`src/rtl/ravenoc_pkg.sv`:
```
// ravenoc_pkg: shared RaveNoC router types.
//   NumVirtChn   number of virtual channels per link
//   FlitWidth    flit payload width
//   VcWidth      bits needed to name a VC
//   s_flit_req_t flit request: valid, vc_id, fdata
package ravenoc_pkg;

    localparam int NumVirtChn = 3;
    localparam int FlitWidth  = 32;
    localparam int VcWidth    = $clog2(NumVirtChn);

    typedef struct packed {
        logic                 valid;
        logic [VcWidth-1:0]   vc_id;
        logic [FlitWidth-1:0] fdata;
    } s_flit_req_t;

endpackage

```
`src/rtl/input_vc_buffer.sv`:
```
// input_vc_buffer: per-input-port virtual-channel buffer of a RaveNoC router.
// Stores incoming flits in one FIFO per VC. It presents one flit per cycle, first-word
// fall-through, to input_router. The highest non-empty VC wins at every flit boundary.
// Once a flit is offered and not accepted, the choice is locked until it is accepted.
//   clk           clock, rising edge
//   arst          asynchronous reset, active-high
//   flit_req_i    incoming flit (valid, vc_id, fdata)
//   vc_ready_o    per-VC ready; set when that VC FIFO is not full
//   flit_req_o    flit offered to input_router
//   flit_ready_i  input_router accepts flit_req_o this cycle
//   overflow_o    one-cycle pulse after a write to a full VC was dropped
//   vc_empty_o    per-VC FIFO empty
module input_vc_buffer
    import ravenoc_pkg::*;
#(
    parameter int BUFF_DEPTH = 4
) (
    input  logic                  clk,
    input  logic                  arst,
    input  s_flit_req_t           flit_req_i,
    output logic [NumVirtChn-1:0] vc_ready_o,
    output s_flit_req_t           flit_req_o,
    input  logic                  flit_ready_i,
    output logic                  overflow_o,
    output logic [NumVirtChn-1:0] vc_empty_o
);

    localparam int PtrW = $clog2(BUFF_DEPTH);
    localparam int CntW = PtrW + 1;

    typedef logic [VcWidth-1:0] vc_t;
    typedef enum logic {IDLE, LOCKED} state_t;

    logic [FlitWidth-1:0]  mem    [NumVirtChn][BUFF_DEPTH];
    logic [PtrW-1:0]       wr_ptr [NumVirtChn];
    logic [PtrW-1:0]       rd_ptr [NumVirtChn];
    logic [CntW-1:0]       count  [NumVirtChn];

    logic [NumVirtChn-1:0] full;
    logic [NumVirtChn-1:0] empty;
    logic [NumVirtChn-1:0] push;
    logic [NumVirtChn-1:0] pop;
    logic [NumVirtChn-1:0] drop;

    state_t state, state_nxt;
    vc_t    lock_vc, lock_vc_nxt;
    vc_t    hi_vc;
    vc_t    sel;
    logic   out_valid;

    // Per-VC status and handshakes. Ready comes from registered count only, so a
    // full VC refuses a write even when it is being popped in the same cycle.
    always_comb begin
        full  = '0;
        empty = '0;
        push  = '0;
        pop   = '0;
        drop  = '0;
        for (int v = 0; v < NumVirtChn; v++) begin
            full[v]  = (count[v] == CntW'(BUFF_DEPTH));
            empty[v] = (count[v] == '0);
            push[v]  = flit_req_i.valid && (flit_req_i.vc_id == vc_t'(v)) && !full[v];
            drop[v]  = flit_req_i.valid && (flit_req_i.vc_id == vc_t'(v)) && full[v];
            pop[v]   = out_valid && flit_ready_i && (sel == vc_t'(v));
        end
    end

    // Highest-index non-empty VC; later iterations overwrite earlier ones.
    always_comb begin
        hi_vc = '0;
        for (int v = 0; v < NumVirtChn; v++) begin
            if (!empty[v]) hi_vc = vc_t'(v);
        end
    end

    // Selection FSM. LOCKED keeps an offered-but-unaccepted flit stable, which blocks
    // preemption until the handshake completes.
    always_comb begin
        state_nxt   = state;
        lock_vc_nxt = lock_vc;
        sel         = hi_vc;
        out_valid   = |(~empty);
        case (state)
            IDLE: begin
                if (out_valid && !flit_ready_i) begin
                    state_nxt   = LOCKED;
                    lock_vc_nxt = hi_vc;
                end
            end
            LOCKED: begin
                sel       = lock_vc;
                out_valid = 1'b1;
                if (flit_ready_i) state_nxt = IDLE;
            end
            default: state_nxt = IDLE;
        endcase
    end

    always_ff @(posedge clk or posedge arst) begin
        if (arst) begin
            state      <= IDLE;
            lock_vc    <= '0;
            overflow_o <= 1'b0;
        end else begin
            state      <= state_nxt;
            lock_vc    <= lock_vc_nxt;
            overflow_o <= |drop;
        end
    end

    // Pointers wrap naturally because BUFF_DEPTH is a power of two.
    always_ff @(posedge clk or posedge arst) begin
        if (arst) begin
            for (int v = 0; v < NumVirtChn; v++) begin
                wr_ptr[v] <= '0;
                rd_ptr[v] <= '0;
                count[v]  <= '0;
            end
        end else begin
            for (int v = 0; v < NumVirtChn; v++) begin
                if (push[v]) wr_ptr[v] <= wr_ptr[v] + 1'b1;
                if (pop[v])  rd_ptr[v] <= rd_ptr[v] + 1'b1;
                count[v] <= count[v] + CntW'(push[v]) - CntW'(pop[v]);
            end
        end
    end

    // Flit storage carries no reset; validity is tracked entirely by count.
    always_ff @(posedge clk) begin
        for (int v = 0; v < NumVirtChn; v++) begin
            if (push[v]) mem[v][wr_ptr[v]] <= flit_req_i.fdata;
        end
    end

    // vc_id and fdata are forced to zero while nothing is offered. This yields the
    // reset value and fills the don't-care cycles deterministically.
    always_comb begin
        flit_req_o       = '0;
        flit_req_o.valid = out_valid;
        if (out_valid) begin
            flit_req_o.vc_id = sel;
            flit_req_o.fdata = mem[sel][rd_ptr[sel]];
        end
    end

    assign vc_ready_o = ~full;
    assign vc_empty_o = empty;

endmodule
```
`config.mk`:
```
export PLATFORM = sky130hd
export DESIGN_NAME = input_vc_buffer
export DESIGN_NICKNAME = d
export VERILOG_FILES = /design/src/rtl/ravenoc_pkg.sv /design/src/rtl/input_vc_buffer.sv
export SDC_FILE = /design/constraint.sdc
export NUM_CORES = 1
export LEC_CHECK = 0
export ABC_AREA = 1
export BUFFER_PORTS_ARGS = -buffer_cell sky130_fd_sc_hd__buf_2
export CAP_MARGIN = 20
export CELL_PAD_IN_SITES_DETAIL_PLACEMENT = 1
export CELL_PAD_IN_SITES_GLOBAL_PLACEMENT = 2
export CORE_ASPECT_RATIO = 1.25
export CORE_MARGIN = 2
export CORE_UTILIZATION = 35
export DETAILED_ROUTE_END_ITERATION = 10
export GPL_TIMING_DRIVEN = 1
export HOLD_SLACK_MARGIN = 0.15
export PLACE_DENSITY_LB_ADDON = 0.1
export SYNTH_ARGS = -nofsm -noshare
export SYNTH_HDL_FRONTEND = slang
export SYNTH_SLANG_ARGS = --single-unit
```
`constraint.sdc`:
```
create_clock -name clk -period 2.62 [get_ports clk]
set_input_delay 0.786 -clock clk [delete_from_list [all_inputs] [get_ports clk]]
set_output_delay 0.786 -clock clk [all_outputs]
set_load 0.05 [all_outputs]
```
==> run metrics, run 1 <==
Worst-Margin Slew 0.4400 ns; Yosys reg bits 409; status finished, violations left; Leak Pwr between 9 and 10 nW; Ports 80; multiplexer area fraction after synthesis 0; failing checks negative setup slack; clock slew at reported path FFs 0.06 ns; final WL approximately 54000 microns; Final min period approximately 3.5 ns; Pwr Total approximately 28 mW; vias approximately 12000; Port Buffers 79; pre-CTS setup slack -0.4407 ns; DIE AREA ~53000 sq um; Die Width about 210 microns; wire per inst between 20 and 25 microns; most frequent cell after synthesis edfxtp_1; Final Core Density 0.4644; row count 93; Post-Synth Adder-Cell Area 0.01579; Reg2Reg Setup Slack -0.33 ns; Max IR drop VDD between 0.5 and 0.6 mV; H-tree levels 2; Synth area leaders edfxtp_1 64%, nand2_1 4.3%, nor2_1 4.2%; FF-to-FF path depth 18; FF-to-FF End count[2]; Synth Area in Compound Gates 0.02521; top cell type by total area after synthesis edfxtp_1; # setup viols final 40; Max Freq between 200 and 300 MHz; setup ws final -0.8713 ns; post-synthesis sequential area ratio 0.6729; grt ovf 0; PwrDens ~1200 nW/um^2; fin crit share 1.333; Die Ht ~260 microns; unrepaired setup endpoints after global routing yes; Num CTS Buffers 45; global-route wire length before repair roughly 81000 microns; critical path data required time 1.83 ns; share of layout cells above drive strength 1 0.3396; worst hold slack between 0.2 and 0.3 ns; total area of sequential cells between 10000 and 15000 sq um; core area roughly 51000 sq um; initial antenna violation count 0; All-Layer GR Usage 0.2004; Async S/R FF share, synth 0.06112; Synth Area in Simple Gates 0.2225; Clk Latency, worst-skew pair slightly below 0.6 ns; detailed placement HPWL ~30000 microns; Worst Skew 0.02281 ns; CP Max Fanout 15; Avg Cell Area, Syn approximately 12 sq um; Setup crit end kind output port; remaining antenna violation count after routing 0; Final nets about 1800; critical path arrival roughly 2.7 ns; ant diodes 0; Multi-input gate area about 5900 sq um; clock root buffer clkbuf_16; Initial Utilization 0.3521; number of global-route vias before repair around 13000; MaxCap Viol Count 0; Layout area overhead 31.92%; First DRT Iteration DRCs 458; Startpoint Class register; setup TNS -28.68 ns; Unique masters post-synth 40; CTS max path bufs 3; Relative slew margins 0.7036; # DRC 0; count of final hold-check violations 0; pin count of the biggest net entering global routing 55; DR vias/cell 5.008; mapped cell area between 15000 and 20000 sq um; syn_nets around 1600; post-synth top area share 0.6383; crit path kind reg -> out; CTS Sinks 409; Final Slew Violations 0; largest family of logic cells by synthesized area simple AND/OR/NAND/NOR gates; Synth Flop Type edfxtp_1; final RePlAce weighted congestion around 0.7; # fillers 5290; Synth Area in XOR/XNOR 0.006787; Syn Inst Count between 1500 and 2000; drt pass-1 iters 4; Post-synth EDFFs approximately 380; Reg2Reg Launch Point count[1]; worst hold path class in -> async; CTS tree built; top post-synthesis cells by count 384 x edfxtp_1, 207 x nand2_1, 202 x nor2_1; yosys warns 0
[power by group]
| group | switching [mW] | internal (mW) | leakage, nW |
|---|---|---|---|
| clock network | 2.54 | 3.58 | 0.675 |
| registers | 0.206 | 7.67 | 3.76 |
| logic | 8.34 | 5.55 | 4.88 |
[cell type report]
class                           count  area share
Clock buffer                       60     0.05182
Tap cell                          665     0.03491
Sequential cell                   409      0.5101
Inverter                          149     0.02389
Multi-Input combinational cell    914      0.2457
Clock inverter                     16    0.006615
Timing Repair Buffer              263      0.1269
[cell families after synthesis]
group | Yosys count
fa+ha+maj | 21
buf+inv | 240
compound gates | 72
xor+xnor | 14
flops | 409
simple gates | 806
[how the worst max path moves through the flow]
| stage | startpoint | endpoint | slack (ns) | depth (start not counted) |
|---|---|---|---|---|
| after floorplan | flit_req_i[32] | mem[0][0] | -0.43 | 3 |
| after global placement | count[4] | flit_req_o[16] | -0.40 | 13 |
| after detailed placement | count[1] | flit_req_o[16] | -0.44 | 10 |
| after CTS | count[1] | flit_req_o[25] | -0.92 | 15 |
| after global routing | count[1] | flit_req_o[8] | -1.01 | 14 |
| final | count[1] | flit_req_o[25] | -0.87 | 13 |
[flip-flops by register name, indices dropped and copies added, names as in the netlist]
signal / flops
overflow_o: 1
rd_ptr: 6
mem: 384
count: 9
lock_vc: 2
state: 1
wr_ptr: 6
[worst max-delay path, cell delays in order (launching register included)]
cell       delay (ns)
dfrtp_1          0.42
nor2_4           0.18
nand3_4          0.16
nand2_8          0.17
nand2_2          0.08
nand2_4          0.15
nand2_8          0.11
bufbuf_16        0.31
nand2_1          0.07
nand2_1          0.06
nand2_2          0.06
nand2_2          0.05
nor2_4           0.15
buf_8            0.17
[what timing repair did]
item / 4_1_cts / 5_1_grt
gates cloned: 9 / 6
setup buffers: 35 / 17
pin swaps: 25 / 38
hold buffers: 0 / 0
setup endpoints to repair: 41 / 172
gates resized for setup: 164 / 80
[per-stage QoR]
stage	cells	cell area, sq um
3_5_place_dp	2347	20930
3_3_place_gp	2347	20930
6_report	2476	23830
5_1_grt	2476	23830
2_1_floorplan	1562	18560
4_1_cts	2465	23390
[per-layer routing]
layer	GRT usage	routed length [microns]	part of all wire	vias up
met5	0	0	0	-
met2	0.3470	27320	0.50	203
met3	0.02955	1861	0.034	86
met4	0.06508	1662	0.031	0
li1	-	-	-	5798
met1	0.2585	23390	0.43	6313
[placed cells by master, fill, tap and decap left out, types with 10 or more instances in the layout]
| cell type | count |
|---|---|
| nand2_1 | 166 |
| nor2_1 | 124 |
| ha_1 | 13 |
| nand4_1 | 70 |
| buf_12 | 51 |
| nor3_4 | 14 |
| nor2_2 | 21 |
| nor2_4 | 59 |
| clkbuf_1 | 12 |
| nand3_1 | 139 |
| clkbuf_16 | 53 |
| buf_8 | 12 |
| dfrtp_1 | 24 |
| o21ai_1 | 10 |
| nand3b_1 | 45 |
| buf_6 | 32 |
| buf_2 | 43 |
| inv_2 | 12 |
| inv_1 | 134 |
| nor3_2 | 12 |
| o21ai_0 | 15 |
| or2_2 | 94 |
| edfxtp_1 | 384 |
| nand2_2 | 39 |
| buf_4 | 108 |
| o21bai_1 | 28 |
(Power assumes the default switching activity.)
==> inputs of run 2 (changes only) <==
--- a/config.mk
+++ b/config.mk
@@ -6,6 +6,7 @@
 export NUM_CORES = 1
 export LEC_CHECK = 0
 export ABC_AREA = 1
+export ABC_CLOCK_PERIOD_IN_PS = 2620
 export BUFFER_PORTS_ARGS = -buffer_cell sky130_fd_sc_hd__buf_2
 export CAP_MARGIN = 20
 export CELL_PAD_IN_SITES_DETAIL_PLACEMENT = 1
@@ -13,10 +14,12 @@
 export CORE_ASPECT_RATIO = 1.25
 export CORE_MARGIN = 2
 export CORE_UTILIZATION = 35
+export CTS_BUF_LIST = sky130_fd_sc_hd__clkbuf_4
 export DETAILED_ROUTE_END_ITERATION = 10
 export GPL_TIMING_DRIVEN = 1
 export HOLD_SLACK_MARGIN = 0.15
 export PLACE_DENSITY_LB_ADDON = 0.1
+export SKIP_CTS_REPAIR_TIMING = 1
 export SYNTH_ARGS = -nofsm -noshare
 export SYNTH_HDL_FRONTEND = slang
 export SYNTH_SLANG_ARGS = --single-unit
==> run 2 against run 1 <==
- the run still ends with negative setup slack left
- worst setup slack got worse by 0.29 ns
- first-iteration DRC count increased by 18%
- clock-buffer cell count increased by 95
- die area unchanged
- clock power decreased by 13%
- critical path type unchanged
- largest power group unchanged
==> run metrics, run 2 (same netlist as run 1, synthesis figures left out) <==
status finished, violations left (unchanged); failing checks negative setup slack (unchanged); Final Core Density 0.4563 (was 0.4644); # fillers 5423 (was 5290); max reg flops 384 (unchanged); Max Freq 264.3 MHz (was 286.4 MHz); worst hold slack 0.2442 ns (was 0.2974 ns); WHS Path Cells 2; sw power 10.99 mW (was 11.09 mW); DIE AREA 53460 sq um (unchanged); Comb pwr share 0.507 (was 0.498); Final nets 1876 (was 1841); Design Area, Final 23420 sq um (was 23830 sq um); All-Layer GR Usage 0.1925 (was 0.2004); Setup crit end kind output port (unchanged); worst hold path class in -> reg (was in -> async); M2 GR Usage 0.3324 (was 0.3470); met3 Usage GRT 0.03125 (was 0.02955); Critical-path top delay cell dfrtp_2 (was dfrtp_1); # DRC 0 (unchanged); row count 93 (unchanged); total area of sequential cells 12160 sq um (about the same); initial antenna violation count 1 (was 0); H-tree levels 3 (was 2); number of global-route vias before repair 13325 (was 13206); pin count of the biggest net entering global routing 55 (unchanged); MaxCap Viol Count 0 (unchanged); placed insts 2347 (unchanged); Crit path largest cell delay 0.44 ns (was 0.42 ns); # setup viols final 42 (was 40); DR vias/cell 4.926 (was 5.008); Ports 80 (unchanged); Layout area overhead 29.61% (was 31.92%); remaining antenna violation count after routing 0 (unchanged); Worst-Margin Slew 0.3609 ns (was 0.4400 ns); Relative slew margins 0.7569 (was 0.7036); Die Width 207.2 microns (unchanged); grt ovf 0 (unchanged); fin crit share 1.444 (was 1.333); GR Util met1 0.2403 (was 0.2585); Worst Skew 0.02790 ns (was 0.02281 ns); Internal Pwr Total 15.84 mW (was 16.80 mW); part of the power in registers 0.293 (was 0.282); Multi-input gate area 5824 sq um (was 5856 sq um); detailed placement HPWL 29940 microns (unchanged); clock slew at reported path FFs 0.07 ns (was 0.06 ns); drt pass-1 iters 5 (was 4); Sw Share 0.4097 (was 0.3975); CP Max Fanout 11 (was 15); fin cells 2555 (was 2476); CTS Sinks 409 (unchanged); Final Slew Violations 0 (unchanged); most frequent cells in the layout 384 x edfxtp_1, 158 x nand2_1, 155 x clkbuf_4 (was 384 x edfxtp_1, 166 x nand2_1, 139 x nand3_1); clock root buffer clkbuf_4 (was clkbuf_16); CTS max path bufs 3 (unchanged); FF-to-FF path depth 18 (unchanged); First DRT Iteration DRCs 540 (was 458); Max IR drop VDD 0.6102 mV (was 0.5263 mV); critical path data required time 1.83 ns (about the same); Num CTS Buffers 106 (was 45); cells along the critical path inv_2 -> nand2_2 -> nor2_4 -> nand3_4 -> buf_6 -> nand3_2 -> nand2_2 -> a21oi_4 -> clkinv_4 -> buf_12 -> nand2_1 -> nand2_1 -> nor2_4 -> buf_6 (was nor2_4 -> nand3_4 -> nand2_8 -> nand2_2 -> nand2_4 -> nand2_8 -> bufbuf_16 -> nand2_1 -> nand2_1 -> nand2_2 -> nand2_2 -> nor2_4 -> buf_8); grt peak-use layer met2 (unchanged); vias 12587 (was 12400); Clock Power Share 0.199 (was 0.220); stages on the worst setup path 14 (was 13); final WL 53380 microns (was 54240 microns); final RePlAce weighted congestion 0.7042 (unchanged); Port Buffers 79 (unchanged); Startpoint Class register (unchanged); CP bufs+invs 5 (was 2); critical path arrival 3.00 ns (was 2.71 ns); core area 51320 sq um (unchanged); share of layout cells above drive strength 1 0.3637 (was 0.3396); Die Ht 258.0 microns (unchanged); Final min period 3.784 ns (was 3.491 ns); PwrDens 1146 nW/um^2 (was 1170 nW/um^2); count of final hold-check violations 0 (unchanged); Initial Utilization 0.3521 (unchanged); setup ws final -1.164 ns (was -0.8713 ns); placed cell area 20930 sq um (unchanged); leading cell type in the layout, fill and taps excluded edfxtp_1 (unchanged); Clk Latency, worst-skew pair 0.82 ns (was 0.58 ns); unrepaired setup endpoints after global routing yes (unchanged); global-route wire length before repair 77870 microns (was 80670 microns); CTS tree built (unchanged); wire per inst 20.89 microns (was 21.91 microns); Leak Pwr 9.271 nW (was 9.319 nW); crit path kind reg -> out (unchanged); top cell family by delay on the critical path buffers and inverters (was simple AND/OR/NAND/NOR gates)
-- run 2: changes by cell type in the layout (fill, tap and decap cells not counted), moves of 5 or more --
cell       change
clkinv_1      +13
nor2_2         -5
buf_2          -5
clkbuf_4     +154
buf_16         -8
nand2_4       +12
nand2_1        -8
clkbuf_1      -12
buf_8          +8
nor2_1         +7
buf_4         -20
clkbuf_16     -46
-- run 2: power groups by stage --
| stage | clock network [mW] | registers [mW] | logic, mW |
|---|---|---|---|
| after detailed placement | 0 | 8.00 | 11.5 |
| final | 5.35 | 7.87 | 13.6 |
| after global routing | 5.85 | 7.92 | 14.6 |
| after global placement | 0 | 7.98 | 11.4 |
| after CTS | 5.57 | 7.86 | 11.6 |
| after floorplan | 0 | 7.99 | 7.58 |
-- run 2: layout make-up --
cell class | count | share of cell area
sequential | 409 | 0.5193
antenna | 1 | 0.0001069
multi-input combinational | 914 | 0.2487
clock buffer | 155 | 0.04969
inverter | 149 | 0.02410
clock inverter | 25 | 0.005450
timing repair buffer | 237 | 0.1171
tap | 665 | 0.03553
-- run 2: path summary, 6_finish.rpt --
kind | start | end | slack [ns]
min | flit_ready_i | state | 0.24
max reg2reg | count[4] | count[5] | -0.20
min in group asynchronous | arst | wr_ptr[3] | 0.61
max in group asynchronous | arst | count[2] | 1.72
min reg2reg | rd_ptr[3] | rd_ptr[3] | 0.50
max | count[1] | flit_req_o[19] | -1.16
-- run 2: through the flow --
step / total power [mW] / TNS, ns / setup WS [ns]
floorplan: 15.57 / -66.83 / -0.4253
detailed placement: 19.53 / -13.48 / -0.4407
finish: 26.83 / -38.17 / -1.164
global placement: 19.40 / -10.92 / -0.3986
global route: 28.38 / -44.81 / -1.333
CTS: 25.00 / -47.24 / -1.404
-- run 2: routing by layer --
metal | wire, microns | part of all wire
met1 | 23220 | 0.44
met2 | 27030 | 0.51
met3 | 1685 | 0.032
met4 | 1442 | 0.027
met5 | 0 | 0
